**src/rtl/seq_alu.sv**
```systemverilog
`default_nettype none
//------------------------------------------------------------------------------
//  Module      : seq_alu
//  Description : Sequential ALU. Single-cycle add/sub/logic/shift/compare;
//                iterative shift-add unsigned multiply taking W steps.
//  Revision    : 1.0 - initial release
//------------------------------------------------------------------------------
module seq_alu #(
    parameter int W = 4
) (
    input  logic           clk,
    input  logic           rst,
    input  logic           start,
    input  logic [2:0]     s,
    input  logic [W-1:0]   a,
    input  logic [W-1:0]   b,
    output logic [2*W-1:0] out,
    output logic           busy,
    output logic           done,
    output logic           zero
);

    localparam logic [2:0] c_op_add = 3'b000;
    localparam logic [2:0] c_op_sub = 3'b001;
    localparam logic [2:0] c_op_mul = 3'b010;
    localparam logic [2:0] c_op_and = 3'b011;
    localparam logic [2:0] c_op_or  = 3'b100;
    localparam logic [2:0] c_op_xor = 3'b101;
    localparam logic [2:0] c_op_shl = 3'b110;
    localparam logic [2:0] c_op_cmp = 3'b111;

    // Step counter counts 0..W-1; the last step is where the product lands.
    localparam int                 c_cnt_w = $clog2(W + 1);
    localparam logic [c_cnt_w-1:0] c_last  = c_cnt_w'(W - 1);
    localparam logic [c_cnt_w-1:0] c_one   = c_cnt_w'(1);

    typedef enum logic [0:0] {
        IDLE = 1'b0,
        MUL  = 1'b1
    } state_t;

    state_t             r_state;
    state_t             w_state_nxt;

    logic [2*W-1:0]     r_acc;
    logic [2*W-1:0]     r_mcand;
    logic [W-1:0]       r_mplier;
    logic [c_cnt_w-1:0] r_cnt;

    logic               w_accept;
    logic               w_last;
    logic [2*W-1:0]     w_ext_a;
    logic [2*W-1:0]     w_ext_b;
    logic [2*W-1:0]     w_res;
    logic [2*W-1:0]     w_acc_nxt;

    // A start is only honoured when no multiply is running.
    assign w_accept  = start && (r_state == IDLE);
    assign w_last    = (r_cnt == c_last);
    assign w_ext_a   = {{W{1'b0}}, a};
    assign w_ext_b   = {{W{1'b0}}, b};
    assign w_acc_nxt = r_mplier[0] ? (r_acc + r_mcand) : r_acc;
    assign busy      = (r_state == MUL);

    // Single-cycle result for every opcode except multiply.
    always_comb begin
        w_res = '0;
        case (s)
            c_op_add: w_res = w_ext_a + w_ext_b;
            c_op_sub: w_res = w_ext_a - w_ext_b;
            c_op_and: w_res = w_ext_a & w_ext_b;
            c_op_or:  w_res = w_ext_a | w_ext_b;
            c_op_xor: w_res = w_ext_a ^ w_ext_b;
            // Shift distances of 2W or more push every bit out, giving 0.
            c_op_shl: w_res = w_ext_a << b;
            c_op_cmp: w_res = {{(2*W-3){1'b0}}, (a < b), (a == b), (a > b)};
            default:  w_res = '0;
        endcase
    end

    // State register.
    always_ff @(posedge clk or posedge rst) begin
        if (rst) begin
            r_state <= IDLE;
        end else begin
            r_state <= w_state_nxt;
        end
    end

    // Next-state logic: enter MUL on an accepted multiply, leave after W steps.
    always_comb begin
        w_state_nxt = r_state;
        case (r_state)
            IDLE:    if (w_accept && (s == c_op_mul)) w_state_nxt = MUL;
            MUL:     if (w_last) w_state_nxt = IDLE;
            default: w_state_nxt = IDLE;
        endcase
    end

    // Datapath: operand capture, shift-add steps and registered outputs.
    always_ff @(posedge clk or posedge rst) begin
        if (rst) begin
            out      <= '0;
            zero     <= 1'b1;
            done     <= 1'b0;
            r_acc    <= '0;
            r_mcand  <= '0;
            r_mplier <= '0;
            r_cnt    <= '0;
        end else begin
            done <= 1'b0;
            if (r_state == IDLE) begin
                if (w_accept) begin
                    if (s == c_op_mul) begin
                        r_acc    <= '0;
                        r_mcand  <= w_ext_a;
                        r_mplier <= b;
                        r_cnt    <= '0;
                    end else begin
                        out  <= w_res;
                        zero <= (w_res == '0);
                        done <= 1'b1;
                    end
                end
            end else begin
                // One multiplier bit per edge, LSB first.
                r_acc    <= w_acc_nxt;
                r_mcand  <= r_mcand << 1;
                r_mplier <= r_mplier >> 1;
                r_cnt    <= r_cnt + c_one;
                if (w_last) begin
                    out   <= w_acc_nxt;
                    zero  <= (w_acc_nxt == '0);
                    done  <= 1'b1;
                    r_cnt <= '0;
                end
            end
        end
    end

endmodule
`default_nettype wire

```
**config.mk**
```make
export PLATFORM = sky130hd
export DESIGN_NAME = seq_alu
export DESIGN_NICKNAME = d
export VERILOG_FILES = /design/src/rtl/seq_alu.sv
export SDC_FILE = /design/constraint.sdc
export NUM_CORES = 1
export LEC_CHECK = 0
export ABC_CLOCK_PERIOD_IN_PS = 6650
export CAP_MARGIN = 40
export CORE_UTILIZATION = 40
export DETAILED_ROUTE_END_ITERATION = 8
export DONT_BUFFER_PORTS = 1
export SYNTH_ARGS = -nofsm -noshare
export SYNTH_HDL_FRONTEND = slang
export SYNTH_SLANG_ARGS = --single-unit
```
**constraint.sdc**
```tcl
create_clock -name clk -period 6.65 [get_ports clk]
set_input_delay 1.6625 -clock clk [delete_from_list [all_inputs] [get_ports clk]]
set_output_delay 1.6625 -clock clk [all_outputs]
set_load 0.01 [all_outputs]
```
======== After elaboration in Yosys (flattened, before gate mapping) ========
Cells that the tools add are included.
cells by class
  $add $sub $neg .......................... 4
  eq/ne operators ......................... 11
  mux-type cells .......................... 30
  shift-type cells ........................ 1
  order comparisons ....................... 2
  bitwise operators ....................... 4
  reductions and logical operators ........ 9
operators by type and width
  kind                                                             number
  8-bit two-way mux                                                11
  8-bit case mux with 7 select lines                               1
  8-bit zero test                                                  2
  3-bit == test, second input constant                             4
  3-bit two-way mux                                                4
  4-bit two-way mux                                                3
  1-bit two-way mux                                                10
  3-bit by 2-bit == test with 1-bit output, second input constant  3
  8-bit adder                                                      1
  4-bit by 4-bit left shift with 8-bit output                      1
  4-bit by 4-bit adder with 5-bit output                           1
  4-bit by 4-bit subtractor with 5-bit output                      1
  4-bit bitwise AND                                                1
  4-bit == test                                                    1
  4-bit greater-than comparator                                    1
  4-bit less-than comparator                                       1
  4-bit bitwise OR                                                 1
  2-bit nonzero test                                               2
  4-bit XOR                                                        1
  3-bit by 1-bit adder with 3-bit output, second input constant    1
  3-bit by 1-bit == test with 1-bit output, second input constant  1
  3-bit zero test                                                  1
  3-bit AND reduction                                              1
  1-bit logical AND                                                2
  5 further kinds                                                  5
storage, ports and cells
  output and inout port bits .............. 11
  logic and storage cells ................. 69
  register bits ........................... 34

======== Depth between registers and ports, before layout ========
Gate-level depths: netlist of run 1.
  word-level depth ........................ 6
  gate-level depth with buffers ........... 11
  depth with buffers taken out ............ 11

======== Least setup slack after synthesis of run 1 ========
Ideal clock, no wire load.
  path type ............................... in2reg
  start point ............................. input port b[1]
  end point ............................... register zero
  stages .................................. 9
  setup slack ............................. 2.710 ns
  data required time ...................... 6.559 ns
  buffers on the path ..................... 1
  data arrival time ....................... 3.849 ns
  cell sequence ........................... clkbuf_1 -> inv_1 -> ha_1 -> or4_4 -> nor3b_1 -> or4_4 -> nor2_1 -> a32oi_1 -> o31ai_1
on the way
  word-level cells in the longest chain between the ends .. 6
RTL lines
  what                                                                 line  RTL
  start: declaration                                                   16    input logic [W-1:0] b,
  4-bit by 4-bit subtractor with 5-bit output (tied with other cells)  70    c_op_sub: w_res = w_ext_a - w_ext_b;
  8-bit case mux with 7 select lines (*)                               68    case (s)
  8-bit zero test (*)                                                  121   zero <= (w_res == '0);
  1-bit two-way mux (*)                                                114   if (s == c_op_mul) begin
  1-bit two-way mux (*)                                                113   if (w_accept) begin
  1-bit two-way mux (*)                                                112   if (r_state == IDLE) begin
  end signal: assignment                                               121
  end signal: assignment                                               133   zero <= (w_acc_nxt == '0);
  end: declaration                                                     20    output logic zero
Mark *: on every way between the ends. The rest lies on a longest branch, timed or not. The select of a mux whose other input is x is not followed.
A chain may end at the register's enable or synchronous reset.

======== Worst setup path in the final report of run 1 ========
  start point ............................. input port b[2]
  end point ............................... register zero
The elaborated chain is that of the path after synthesis.

==> out/qor.yml, run 1 <==
max_cap_viol_count: 0
grt_antenna_before_repair: 0
htreeDepth: 2
initial_utilization_pct: 41.9
p_leak_nw: 1.25
crit_required_ps: 6850
syn_area_sq_mm: 0.00269
slew_viol_final: 0
cts_buffer_depth: 2
whs_ps: 486
antenna_left: 0
cp-startpoint: "b[2]"
numCtsBuffers: 5
hold_path.class: "flip-flop to flip-flop"
cts.sinks: 34
hold_violations: 0
ioPinCount: 25
clock_latency_ps: 290
core-area_sq_mm: 0.00642
io_buffers: 0
grt_pass1_wl_mm: 10.2
clkSlewWorstSetupHoldPaths_ps: 70
ys_ff_latch: 34
syn2layout_area_growth_pct: 4.55
powerDensity_mw_per_mm2: 349
cp-start-kind: "input port"
yosysUniqueCellTypes: 60
cts_hold_buf: 0
die-area_sq_mm: 0.00707
fp.dieW_um: 84.1
drt_iter0_drc: 157
drtPass1Iterations: 6
wl_per_cell_um: 15.7
drc: 4
ys_warn_count: 0
slew_headroom_pct: 63.4
rows: 29
worst_slew_pin_slew_ps: 545
crit_type: "input port to flip-flop"
grt_util_all_layers_pct: 18.1
grt_pass1_vias: 2016
synth-seq-area-share_pct: 31.6
worstPathMaxFanout: 9
clock-root-buffer: "clkbuf_8"
cts_tree: "built"
wl_mm: 5.97
vias_per_cell: 5.71
status: "finished, violations left"
hp-start: "r_mplier[1]"
setup_violations: 0
die_h_um: 84.1
post_layout_nonfiller_instances: 381
grt-ovfl-total: 0
cp-end-kind: "flip-flop"
placed_cells: 373
final.period_utilization_pct: 52.2
r2r_start: "r_acc[0]"
fin_area_sq_mm: 0.00282
fin_tns_setup_ps: 0
nets: 341
gp_congestion: 0.961
cts_setup_buffers: 0
cts_resized: 0
postSynthAreaPerCell_sq_um: 8.69
synthFlopType: "dfrtp_1"
dp_hpwl_mm: 4.35
via_count: 2177
grt_max_degree: 56
fmax_ghz: 0.288
synth_edf_count: 0
clock_skew_ps: 5.32
postPlaceCellArea_sq_mm: 0.00271
ff2ff_setup_slack_ps: 4090
synth_cells: 310
synth-async-reset-ratio_pct: 100
critPathArrivalTime_ps: 3670
antennaDiodeCount: 0
grt_setup_unrepaired: "false"
violations: "design-rule violations"
drive_gt1_share_pct: 9.87
finalCriticalPeriod_ps: 3470
synth_nets: 348
ir_drop_mv: 0.242
[per-stage QoR]
stage	setup WS (ps)	total power (W)	util [%]
after CTS	3190	0.000991	43.9
after detailed placement	2890	0.000797	42.1
after global routing	3080	0.00107	43.9
after global placement	2910	0.000793	42.1
final	3180	0.000984	43.9
after floorplan	2710	0.000724	-
[power by group]
part / leakage (nW) / total, W / internal, W / switching, W
clock: 0.0514 / 0.000188 / 0.000112 / 0.0000766
sequential: 0.436 / 0.000377 / 0.000292 / 0.0000852
combinational: 0.767 / 0.000418 / 0.000181 / 0.000237
total: 1.25 / 0.000984 / 0.000585 / 0.000399
[synth_stat cells (all sizes together), types with 6 or more instances]
master	n	area [sq um]
a21oi	21	105
buf	6	56.3
mux2i	15	150
o21ai	26	134
ha	21	263
clkbuf	11	51.3
nor2	25	93.8
xnor2	7	61.3
inv	16	60.1
nand2	46	173
dfrtp	33	826
nor3	6	30.0
[layout by cell type, fill, tap and decap left out, drive strengths merged, types with 6 or more instances in the layout]
| cell type | n |
|---|---|
| a21oi | 21 |
| clkbuf | 6 |
| dfrtp | 33 |
| ha | 21 |
| inv | 16 |
| mux2i | 15 |
| nand2 | 46 |
| nor2 | 25 |
| nor3 | 6 |
| o21ai | 26 |
| xnor2 | 7 |
[layout make-up]
cell class                 instances  area (sq um)
multi-input combinational        243          1670
fill                             614          3610
inverter                          16          60.1
clock buffer                       6          72.6
clock inverter                     2          37.5
sequential                        34           853
tap                               77          96.3
timing repair buffer               3          22.5
[sequential cells by signal, summed over array words and instances (netlist names)]
| name | cells |
|---|---|
| busy | 1 |
| done | 1 |
| out | 8 |
| r_acc | 8 |
| r_cnt | 3 |
| r_mcand | 8 |
| r_mplier | 4 |
| zero | 1 |
[critical path: stages]
cell	delay, ps
inv_1	70
ha_1	420
or4_4	520
nor3b_1	150
or4_4	540
nor2_1	120
a32oi_1	100
o31ai_1	80
[worst paths after layout]
| path | depth (start not counted) | end |
|---|---|---|
| min in group asynchronous | 2 | r_acc[7] |
| worst max register to register | 9 | out[6] |
| max in group asynchronous | 2 | zero |
| worst min-delay path | 2 | r_mplier[0] |
| worst max-delay path | 8 | zero |
| worst min register to register | 2 | r_mplier[0] |
[logic make-up (layout without fill, tap and decap cells)]
group	Yosys count	count (layout)	synth area share, %
fa+ha+maj	24	24	12.0
xor+xnor	9	9	2.93
flops	34	34	31.6
buf+inv	33	27	6.22
compound gates	82	82	20.4
mux	20	20	7.66
simple gates	108	108	19.1
[routing by layer]
layer,vias to the layer above,share of wire (%),track usage [%]
met5,-,0,0
met4,0,2.5,6.74
li1,1077,-,-
met2,57,44,26.5
met1,1028,49,25.8
met3,15,5.2,4.25
(Power assumes the default switching activity.)
==> run 2, diff against run 1 <==
--- a/config.mk
+++ b/config.mk
@@ -5,7 +5,7 @@
 export SDC_FILE = /design/constraint.sdc
 export NUM_CORES = 1
 export LEC_CHECK = 0
-export ABC_CLOCK_PERIOD_IN_PS = 6650
+export ABC_CLOCK_PERIOD_IN_PS = 3100
 export CAP_MARGIN = 40
 export CORE_UTILIZATION = 40
 export DETAILED_ROUTE_END_ITERATION = 8
==> constraint.sdc (replaced) <==
create_clock -name clk -period 3.1 [get_ports clk]
set_input_delay 0.775 -clock clk [delete_from_list [all_inputs] [get_ports clk]]
set_output_delay 0.775 -clock clk [all_outputs]
set_load 0.01 [all_outputs]
==> run 2 against run 1 <==
The flow still finishes with violations (design-rule violations). Largest cell class unchanged. Clock skew rose by 0.85 ps. Register-to-register slack got worse by 3500 ps. Sequential power rose by 130%. Critical path depth rose by 1. First-iteration DRC count fell by 14%. Core utilization rose by 0.058 points. Sequential cell count did not move. Power rose by 110%. Worst hold slack got worse by 17 ps.
==> out/qor.yml, run 2 (synthesized netlist as in run 1, its figures left out) <==
status: "finished, violations left"  # unchanged
violations: "design-rule violations"  # unchanged
grt-ovfl-total: 0  # unchanged
drc: 4  # unchanged
grt_util_all_layers_pct: 18.6  # was 18.1%
antenna_left: 0  # unchanged
regArea_sq_um: 853  # unchanged
critPathArrivalTime_ps: 2700  # was 3670 ps
ioPinCount: 25  # unchanged
layout_commonest_cell: "nand2_1"  # unchanged
grt_setup_unrepaired: "false"  # unchanged
multi_input_area_sq_mm: 0.00167  # unchanged
fillers: 654  # was 614
p_leak_nw: 1.27  # was 1.25 nW
busiest_layer: "met2"  # unchanged
fin_tns_setup_ps: 0  # unchanged
clock_skew_ps: 6.17  # was 5.32 ps
grt_pass1_vias: 2066  # was 2016
htreeDepth: 2  # unchanged
final.period_utilization_pct: 82.3
finalCriticalPeriod_ps: 2550
cts_buffer_depth: 2  # unchanged
slew_viol_final: 0  # unchanged
ff2ff_setup_slack_ps: 550  # was 4090 ps
use_met3_pct: 4.35  # was 4.25%
cts_resized: 0  # unchanged
crit_type: "flip-flop to flip-flop"  # was input port to flip-flop
wl_mm: 6.15  # was 5.97 mm
r2r_cells: 9  # unchanged
drtPass1Iterations: 7  # was 6
die_h_um: 84.1  # unchanged
cts_setup_buffers: 0  # unchanged
grt_antenna_before_repair: 0  # unchanged
grt_pass1_wl_mm: 10.4  # was 10.2 mm
fmax_ghz: 0.392
die-area_sq_mm: 0.00707  # unchanged
vias_per_cell: 5.63  # was 5.71
r2r-end: "out[6]"  # unchanged
clock_latency_ps: 280  # was 290 ps
nets: 344  # was 341
numCtsBuffers: 5  # unchanged
ir_drop_mv: 0.262  # was 0.242 mV
slew_headroom_pct: 59.1  # was 63.4%
max_cap_viol_count: 0  # unchanged
cts_tree: "built"  # unchanged
hold_path.class: "input port to async pin"  # was flip-flop to flip-flop
power_w: 0.00206  # was 0.000984 W
dp_hpwl_mm: 4.69  # was 4.35 mm
r2r_start: "r_mcand[0]"  # was r_acc[0]
clock-root-buffer: "clkbuf_8"  # unchanged
worst_slew_pin_slew_ps: 611  # was 545 ps
core-area_sq_mm: 0.00642  # unchanged
wl_per_cell_um: 16.0  # was 15.7 um
reg_top3: "out (8), r_acc (8), r_mcand (8)"  # unchanged
drive_gt1_share_pct: 10.7  # was 9.87%
drt_iter0_drc: 135  # was 157
fin_util_pct: 43.9  # about the same
hold_violations: 0  # unchanged
syn2layout_area_growth_pct: 4.69  # was 4.55%
setup_violations: 0  # unchanged
met1_usage_pct: 25.4  # was 25.8%
cp-start-kind: "flip-flop"  # was input port
via_count: 2162  # was 2177
cts_hold_buf: 0  # unchanged
initial_utilization_pct: 41.9  # unchanged
antennaDiodeCount: 0  # unchanged
crit_chain: "ha_1 > fa_1 > a21o_1 > a21oi_1 > nor2b_1 > and3b_2 > o32a_2 > mux2i_1 > a21oi_1"  # was inv_1 > ha_1 > or4_4 > nor3b_1 > or4_4 > nor2_1 > a32oi_1 > o31ai_1
grt_max_degree: 35  # was 56
use_met2_pct: 28.7  # was 26.5%
clkSlewWorstSetupHoldPaths_ps: 70  # about the same
crit_required_ps: 3250  # was 6850 ps
cp-end-kind: "flip-flop"  # unchanged
worstPathMaxFanout: 3  # was 9
rows: 29  # unchanged
powerDensity_mw_per_mm2: 729  # was 349 mW/mm^2
cts.sinks: 34  # unchanged
io_buffers: 0  # unchanged
gp_congestion: 0.990  # was 0.961
fp.dieW_um: 84.1  # unchanged
crit_top_cell: "a21oi_1"  # was or4_4
crit_path_max_incr_delay_ps: 420  # was 540 ps
critPathSlowestCell: "fa_1"  # was or4_4
final_cell_mix: "nand2_1, dfrtp_1, nor2_1, a21oi_1, ha_1"  # unchanged
==> run 2: cell types whose count changed in the layout (fill, tap and decap cells not counted), sizes merged <==
cell and delta:
clkbuf +1, bufinv -1, clkinv +1, clkinvlp -1, buf +3
==> run 2: metal layers <==
| layer | share of wire, % | vias to the layer above |
|---|---|---|
| met5 | 0 | - |
| met3 | 5.8 | 8 |
| met4 | 1.4 | 0 |
| li1 | - | 1089 |
| met1 | 48 | 1005 |
| met2 | 45 | 60 |
==> run 2: cell type report <==
cell class                      instances  area share [%]
Clock inverter                          1           0.177
Timing Repair Buffer                    6            1.60
Clock buffer                            7            3.06
Sequential cell                        34            30.3
Tap cell                               77            3.42
Inverter                               16            2.13
Multi-Input combinational cell        243            59.4
==> run 2: worst max-delay path, delay by kind of cell (launching register included) <==
family | cells | cell delay, ps
flip-flops | 1 | 410
AND/OR/NAND/NOR | 2 | 300
multiplexers | 1 | 170
adder cells (fa/ha/maj) | 2 | 660
AO/OA/AOI/OAI | 4 | 900
==> run 2: per-stage QoR <==
step	instances	area (sq um)	hold slack (ps)	setup slack [ps]
CTS	384	2820	491	546
finish	384	2820	469	549
global route	384	2820	515	405
detailed placement	376	2730	470	331
global placement	376	2730	464	345
floorplan	310	2690	456	47.8
==> run 2: power by group <==
group / total (W) / internal [W] / switching, W
combinational: 0.000868 / 0.000389 / 0.000479
sequential: 0.000851 / 0.000626 / 0.000224
clock: 0.000337 / 0.000179 / 0.000158
==> run 2: worst max path at each step <==
stage,from,end,depth (start not counted)
CTS,r_mcand[0],out[6],9
finish,r_mcand[0],out[6],9
detailed placement,a[1],zero,8
floorplan,b[1],zero,9
global route,r_acc[0],out[6],9
global placement,b[2],zero,8
==> run 3, diff against run 2 <==
--- a/config.mk
+++ b/config.mk
@@ -5,7 +5,7 @@
 export SDC_FILE = /design/constraint.sdc
 export NUM_CORES = 1
 export LEC_CHECK = 0
-export ABC_CLOCK_PERIOD_IN_PS = 3100
+export ABC_CLOCK_PERIOD_IN_PS = 2220
 export CAP_MARGIN = 40
 export CORE_UTILIZATION = 40
 export DETAILED_ROUTE_END_ITERATION = 8
==> constraint.sdc (replaced) <==
create_clock -name clk -period 2.22 [get_ports clk]
set_input_delay 0.555 -clock clk [delete_from_list [all_inputs] [get_ports clk]]
set_output_delay 0.555 -clock clk [all_outputs]
set_load 0.01 [all_outputs]
==> run 3 against run 2 <==
The flow finishes with violations (design-rule violations, negative setup slack). Sequential share of layout area is 3.9 points lower. Fmax is 12% higher. Via count is 7.1% higher. First-iteration DRC count increased by 9.6%.
==> out/qor.yml, run 3 (synthesized netlist as in run 1, its figures left out) <==
clock_latency_ps: 290  # was 280 ps
powerDensity_mw_per_mm2: 1020  # was 729 mW/mm^2
finalCriticalPeriod_ps: 2280  # was 2550 ps
critPathArrivalTime_ps: 2430  # was 2700 ps
grt_pass1_vias: 2225  # was 2066
nets: 378  # was 344
vias_per_cell: 5.54  # was 5.63
final_cell_mix: "nand2_1, buf_4, dfrtp_1, nor2_1, a21oi_1"  # was nand2_1, dfrtp_1, nor2_1, a21oi_1, ha_1
clock_skew_ps: 10.3  # was 6.17 ps
htreeDepth: 2  # unchanged
slew_viol_final: 0  # unchanged
layout_commonest_cell: "nand2_1"  # unchanged
crit_required_ps: 2380  # was 3250 ps
final.period_utilization_pct: 103  # was 82.3%
whs_ps: 247  # was 469 ps
core-area_sq_mm: 0.00642  # unchanged
die_h_um: 84.1  # unchanged
grt_antenna_before_repair: 0  # unchanged
grt-ovfl-total: 0  # unchanged
hold_path.class: "input port to async pin"  # unchanged
wl_mm: 6.53  # was 6.15 mm
setup_violations: 3  # was 0
cp-end-kind: "flip-flop"  # unchanged
drt_iter0_drc: 148  # was 135
clkSlewWorstSetupHoldPaths_ps: 80  # was 70 ps
hold_violations: 0  # unchanged
drtPass1Iterations: 6  # was 7
cts_buffer_depth: 2  # unchanged
reg_top3: "out (8), r_acc (8), r_mcand (8)"  # unchanged
via_count: 2316  # was 2162
fillers: 590  # was 654
status: "finished, violations left"  # unchanged
initial_utilization_pct: 41.9  # unchanged
fin_area_sq_mm: 0.00324  # was 0.00282 sq mm
grt_pass1_wl_mm: 11.2  # was 10.4 mm
drive_gt1_share_pct: 25.5  # was 10.7%
io_buffers: 0  # unchanged
dp_hpwl_mm: 4.88  # was 4.69 mm
grt_setup_unrepaired: "true"  # was false
worstPathMaxFanout: 3  # unchanged
slew_headroom_pct: 60.0  # was 59.1%
dp_slack_ps: -316  # was 331 ps
fin_tns_setup_ps: -150  # was 0 ps
postPlaceCellArea_sq_mm: 0.00300  # was 0.00273 sq mm
antennaDiodeCount: 0  # unchanged
power_w: 0.00330  # was 0.00206 W
cts.sinks: 34  # unchanged
gp_congestion: 0.966  # was 0.990
cts_tree: "built"  # unchanged
worst_slew_pin_slew_ps: 600  # was 611 ps
grt_util_all_layers_pct: 19.8  # was 18.6%
numCtsBuffers: 5  # unchanged
crit_type: "flip-flop to flip-flop"  # unchanged
violations: "design-rule violations, negative setup slack"  # was design-rule violations
p_leak_nw: 1.46  # was 1.27 nW
fin_ws_ps: -55.5  # was 549 ps
ioPinCount: 25  # unchanged
rows: 29  # unchanged
die-area_sq_mm: 0.00707  # unchanged
max_cap_viol_count: 0  # unchanged
ir_drop_mv: 0.561  # was 0.262 mV
cp-start-kind: "flip-flop"  # unchanged
antenna_left: 0  # unchanged
grt_max_degree: 42  # was 35
fp.dieW_um: 84.1  # unchanged
fmax_ghz: 0.439  # was 0.392 GHz
clock-root-buffer: "clkbuf_8"  # unchanged
drc: 10  # was 4
wl_per_cell_um: 15.6  # was 16.0 um
syn2layout_area_growth_pct: 20.2  # was 4.69%
run 3: where the power goes:
| part | internal [W] | switching [W] | leakage (nW) | total [W] |
|---|---|---|---|---|
| Sequential | 0.000875 | 0.000300 | 0.436 | 0.00118 |
| Combinational | 0.000764 | 0.000792 | 0.977 | 0.00156 |
| Clock | 0.000335 | 0.000229 | 0.0514 | 0.000564 |
run 3: layer usage:
metal / part of all wire, % / global-route usage, % / wire [um] / vias up
met4: 0.97 / 5.49 / 63 / 0
li1: - / - / - / 1151
met5: 0 / 0 / 0 / -
met3: 4.4 / 3.86 / 286 / 7
met2: 44 / 29.5 / 2900 / 59
met1: 50 / 28.9 / 3280 / 1099
run 3: cell type report:
type | count | area (sq um) | area share [%]
Timing Repair Buffer | 40 | 304 | 9.39
Clock inverter | 2 | 37.5 | 1.16
Multi-Input combinational cell | 243 | 1800 | 55.6
Clock buffer | 6 | 72.6 | 2.24
Sequential cell | 34 | 853 | 26.4
Tap cell | 77 | 96.3 | 2.98
Inverter | 16 | 72.6 | 2.24
run 3: path summary, 6_finish.rpt:
kind	startpoint	to	slack [ps]	depth (start not counted)
worst max-delay path	r_mcand[1]	out[6]	-60	9
worst min-delay path	rst	r_acc[6]	250	2
worst max register to register	r_mcand[1]	out[6]	-60	9
worst min register to register	r_mplier[1]	r_mplier[0]	500	2
max in group asynchronous	rst	zero	1630	2
min in group clk	r_mplier[1]	r_mplier[0]	500	2
run 3: critical path, stage by stage (launching register included):
cell	delay (ps)
dfrtp_1	420
buf_6	130
fa_2	380
a21o_1	180
a21oi_2	170
nor2b_2	70
and3b_2	200
o32a_4	330
mux2i_2	170
a21oi_1	90
run 3: metrics by stage:
stage | utilization (%) | std cells
final | 50.4 | 418
after global routing | 50.4 | 418
after CTS | 49.2 | 413
after detailed placement | 46.8 | 404
after global placement | 46.8 | 404
after floorplan | - | 310
run 3: timing repair:
item | in CTS | in global routing
setup buffers | 1 | 5
hold endpoints to repair | 0 | 0
resized for setup | 6 | 9
hold buffers | 0 | 0
pin swaps | 5 | 9
setup endpoints to repair | 5 | 7
